`src/rtl/precalc_loader.sv`:
```
// Byte-stream loader for the precalculation table: hunts for SYNC, packs byte
// pairs into 16-bit words, writes them sequentially and verifies an XOR checksum.
module precalc_loader #(
    parameter int          ADDR_W  = 15,
    parameter logic [7:0]  SYNC    = 8'hA5,
    parameter int          TIMEOUT = 1_000_000
) (
    input  logic              clk,
    input  logic              rst,
    input  logic [7:0]        in_data,
    input  logic              in_valid,
    output logic              in_ready,
    output logic              wr_en,
    output logic [ADDR_W-1:0] wr_addr,
    output logic [15:0]       wr_data,
    output logic              busy,
    output logic              table_valid,
    output logic              error
);

    localparam int TW = $clog2(TIMEOUT + 1);

    typedef enum logic [1:0] {IDLE, LO, HI, CSUM} state_t;

    state_t            state, state_next;
    logic              hs;
    logic              is_sync;
    logic              tout;
    logic              last_word;
    logic [7:0]        lo_byte;
    logic [7:0]        csum;
    logic [ADDR_W-1:0] cnt;
    logic [TW-1:0]     tcnt;

    assign hs        = in_valid && in_ready;
    assign is_sync   = (in_data == SYNC);
    assign last_word = (cnt == {ADDR_W{1'b1}});
    // Fires when this would be the TIMEOUT-th consecutive cycle without a handshake;
    // a handshake in the same cycle takes priority.
    assign tout      = (state != IDLE) && !hs && (tcnt == TW'(TIMEOUT - 1));

    always_ff @(posedge clk) begin
        if (rst) begin
            state <= IDLE;
        end else begin
            state <= state_next;
        end
    end

    always_comb begin
        state_next = state;
        case (state)
            IDLE: if (hs && is_sync) state_next = LO;
            LO: begin
                if (hs)        state_next = HI;
                else if (tout) state_next = IDLE;
            end
            HI: begin
                if (hs)        state_next = last_word ? CSUM : LO;
                else if (tout) state_next = IDLE;
            end
            CSUM: if (hs || tout) state_next = IDLE;
            default: state_next = IDLE;
        endcase
    end

    // Control and write-port registers
    always_ff @(posedge clk) begin
        if (rst) begin
            in_ready    <= 1'b0;
            wr_en       <= 1'b0;
            wr_addr     <= '0;
            wr_data     <= '0;
            busy        <= 1'b0;
            table_valid <= 1'b0;
            error       <= 1'b0;
            cnt         <= '0;
            tcnt        <= '0;
        end else begin
            in_ready <= 1'b1;
            wr_en    <= 1'b0;

            if (state == IDLE || hs) tcnt <= '0;
            else                     tcnt <= tcnt + 1'b1;

            case (state)
                IDLE: begin
                    if (hs && is_sync) begin
                        busy        <= 1'b1;
                        table_valid <= 1'b0;
                        error       <= 1'b0;
                        cnt         <= '0;
                    end
                end
                HI: begin
                    if (hs) begin
                        wr_en   <= 1'b1;
                        wr_addr <= cnt;
                        wr_data <= {in_data, lo_byte};
                        cnt     <= cnt + 1'b1;
                    end
                end
                CSUM: begin
                    if (hs) begin
                        busy        <= 1'b0;
                        table_valid <= (in_data == csum);
                        error       <= (in_data != csum);
                    end
                end
                default: ;
            endcase

            if (tout) begin
                busy  <= 1'b0;
                error <= 1'b1;
            end
        end
    end

    // Byte assembly and checksum accumulation
    always_ff @(posedge clk) begin
        if (hs) begin
            case (state)
                IDLE: if (is_sync) csum <= '0;
                LO: begin
                    lo_byte <= in_data;
                    csum    <= csum ^ in_data;
                end
                HI:      csum <= csum ^ in_data;
                default: ;
            endcase
        end
    end

endmodule

```
`config.mk`:
```
export PLATFORM = sky130hd
export DESIGN_NAME = precalc_loader
export DESIGN_NICKNAME = d
export VERILOG_FILES = /design/src/rtl/precalc_loader.sv
export SDC_FILE = /design/constraint.sdc
export NUM_CORES = 1
export LEC_CHECK = 0
export BUFFER_PORTS_ARGS = -buffer_cell sky130_fd_sc_hd__buf_2
export CAP_MARGIN = 20
export CELL_PAD_IN_SITES_DETAIL_PLACEMENT = 1
export CELL_PAD_IN_SITES_GLOBAL_PLACEMENT = 2
export CORE_ASPECT_RATIO = 1.75
export CORE_MARGIN = 2
export CORE_UTILIZATION = 38
export CTS_CLUSTER_SIZE = 20
export DETAILED_ROUTE_END_ITERATION = 16
export PLACE_DENSITY_LB_ADDON = 0.1
export SYNTH_ARGS = -nofsm -noshare
export SYNTH_HDL_FRONTEND = slang
export SYNTH_SLANG_ARGS = --single-unit
```
`constraint.sdc`:
```
create_clock -name clk -period 3.1 [get_ports clk]
set_clock_uncertainty 0.15 [all_clocks]
set_input_delay 0.465 -clock clk [delete_from_list [all_inputs] [get_ports clk]]
set_output_delay 0.465 -clock clk [all_outputs]
set_load 0.02 [all_outputs]
```
==> flow_metrics.py <==
metrics = {
    "outcome": {
        "status": "finished clean",
    },
    "synthesis": {
        "yosys.area.top_type": "dfxtp_1",
        "synth_area_leaders": "dfxtp_1 (39%), edfxtp_1 (13%), nand2_1 (7.8%)",
        "synth_top_area_share_pct": 38.9,
        "syn_nets": 429,
        "ys_seq_area_share_pct": 51.6,
        "ys_types": 45,
        "ys_ff_latch": 89,
        "netlist_area_mm2": 0.00376,
        "netlist_instances": 412,
        "ys_warn_count": 0,
        "syn_area_per_cell_um2": 9.13,
    },
    "timing": {
        "hold_violations": 0,
        "setup_slack_ns": 0.826,
        "setup_tns_ns": 0,
        "rsz0062_at_grt": "no",
        "fmax_mhz": 440,
        "post-route-period-util_pct": 73.4,
        "worstMarginPinSlew_ns": 0.746,
        "setup_viol_count_final": 0,
        "slew_violations": 0,
        "hold_ws_ns": 0.210,
        "relSlewSlack_pct": 50.2,
        "period_minus_slack_ns": 2.27,
    },
    "drt": {
        "viasPerCell": 5.10,
        "wire_per_inst_um": 15.5,
        "drt-total-wl_mm": 9.06,
        "dr.pass1.iters": 4,
        "vias": 2989,
        "initialDrtViolationCount": 70,
        "drc_errors": 0,
        "postRouteAntennaNets": 0,
    },
    "global_route": {
        "grt.overflow.total": 0,
        "gr-usage-all-layers_pct": 18.1,
        "met3_usage_pct": 4.00,
        "met2_usage_pct": 33.3,
        "grt_max_degree": 29,
        "grt_pass1_wl_mm": 15.1,
        "gr-usage-met1_pct": 20.0,
        "antenna_found_initial": 0,
        "grt_busiest_layer": "met2",
        "grt_pass1_vias": 3072,
    },
    "cts": {
        "post_cts_resize_count": 0,
        "cts.sinks": 89,
        "cts_tree": "yes",
        "clk_pin_slew_ns": 0.06,
        "cts_buffer_depth": 2,
        "postCtsSetupRepairBufs": 0,
        "htreeDepth": 3,
        "cts_buffers": 9,
        "cts_root_buf": "clkbuf_16",
        "clkLatencyLatePin_ns": 0.33,
        "cts_hold_buf": 0,
    },
    "layout": {
        "antennaDiodeCount": 0,
        "regArea_mm2": 0.00194,
        "fill_cells": 1180,
        "drive_above_1_share_pct": 16.3,
        "final_cell_mix": "nand2_1 (78), dfxtp_1 (73), buf_2 (46), a21oi_1 (38), nor2_1 (38)",
        "area_delta_synth_final_pct": 17.3,
        "final_common_cell": "nand2_1",
        "fin_nets": 473,
        "utilization_pct": 45.3,
        "multi_input_area_mm2": 0.00173,
    },
    "floorplanning": {
        "start_util_pct": 38.7,
        "num_rows": 48,
        "die-height_um": 136,
        "pin_count": 47,
        "dieWidth_um": 79.2,
        "core-area_mm2": 0.00973,
        "die_area_mm2": 0.0107,
    },
    "placement": {
        "dp_slack_ns": 0.848,
        "dp_hpwl_mm": 6.75,
        "portBuffers": 46,
        "routabilityCongestion": 0.789,
    },
    "run": {
        "drv_cap": 0,
    },
    "power": {
        "p_int_w": 0.00184,
        "pwr-share-clk_pct": 46.2,
        "swShare_pct": 20.4,
        "power-per-cell-area_mw_per_mm2": 526,
        "p_leak_nw": 1.57,
        "ir_drop_mv": 0.272,
        "p_sw_w": 0.000474,
        "seqPwrFrac_pct": 50.9,
        "p_comb_share_pct": 2.9,
    },
    "hold_path": {
        "min_path_type": "in2reg",
    },
    "worst_setup_path": {
        "cp.required_ns": 2.91,
        "crit_arrival_ns": 2.09,
        "worst_setup_path_end_kind": "register",
        "critical_path_class": "reg2reg",
        "worstSetupStartpointType": "register",
        "path_max_fanout": 14,
    },
}
[cells by family after synthesis]
group | share of synthesized area, %
simple gates | 25.9
fa+ha+maj | 2.00
flops | 51.6
buf+inv | 2.50
mux | 0.266
compound gates | 9.05
xor+xnor | 8.62
[flip-flops by register name (all words and copies together) (netlist names), 2 cells and up]
name     cells
csum         8
wr_data     16
wr_addr     15
cnt         15
tcnt        20
lo_byte      8
state        2
[synth_stat cells, drive strengths merged]
cell type   n
a21oi      39
nor3       12
nand4       6
o21ba       1
o21ai       6
nor2       38
and2       11
a211oi      1
o2111ai     1
mux2i       1
a41o        1
o32a        1
ha          6
nor4bb      1
nand2      78
and4        4
and3        7
or3         2
o211ai      2
a21o        1
nor2b       2
xnor2      23
clkbuf     14
o21a        1
a31oi       2
a22oi       1
a221oi      1
and4bb      2
or4         3
dfxtp      73
buf         5
inv         5
nand3      17
xor2       14
nor3b       3
nor4        8
edfxtp     16
nand2b      3
[critical path: stages (launching register included)]
cell	delay, ns
dfxtp_1	0.33
inv_1	0.14
ha_1	0.49
nand3_1	0.17
a21oi_1	0.62
[layer usage]
| metal | vias to the layer above | wire, µm | part of all wire [%] |
|---|---|---|---|
| met4 | 0 | 143 | 1.6 |
| met2 | 48 | 4910 | 54 |
| li1 | 1503 | - | - |
| met3 | 10 | 279 | 3.1 |
| met1 | 1428 | 3730 | 41 |
| met5 | - | 0 | 0 |
[layout make-up]
type,instances,area share (%)
clock buffers,13,5.67
inverters,5,0.426
repair buffers,52,6.24
well taps,125,3.55
multi-input cells,299,39.1
clock inverters,3,0.965
flip-flops and latches,89,44.0
[power by group through the flow]
stage / Clock, W / Combinational [W] / Sequential (W)
after floorplan: 0 / 0.0000371 / 0.00121
after global routing: 0.00115 / 0.0000745 / 0.00118
after detailed placement: 0 / 0.0000672 / 0.00121
final: 0.00107 / 0.0000667 / 0.00118
after CTS: 0.00111 / 0.0000676 / 0.00118
after global placement: 0 / 0.0000655 / 0.00121
[final timing paths]
path	from	to	slack [ns]	cells after the start
worst min-delay path	in_data[3]	lo_byte[3]$_DFFE_PP_	0.21	1
worst max register to register	state[0]$_SDFFE_PP0P_	csum[2]$_SDFFCE_PP0P_	0.83	4
worst min register to register	wr_data[11]$_SDFFE_PP0P_	wr_data[11]$_SDFFE_PP0P_	0.30	2
worst max-delay path	state[0]$_SDFFE_PP0P_	csum[2]$_SDFFCE_PP0P_	0.83	4
[per-stage QoR]
stage	cell area, µm²	instances	power, W
floorplan	3760	412	0.00124
global placement	4120	570	0.00127
detailed placement	4120	570	0.00127
CTS	4410	586	0.00236
global route	4410	586	0.00240
finish	4410	586	0.00232
(Power assumes the default switching activity.)
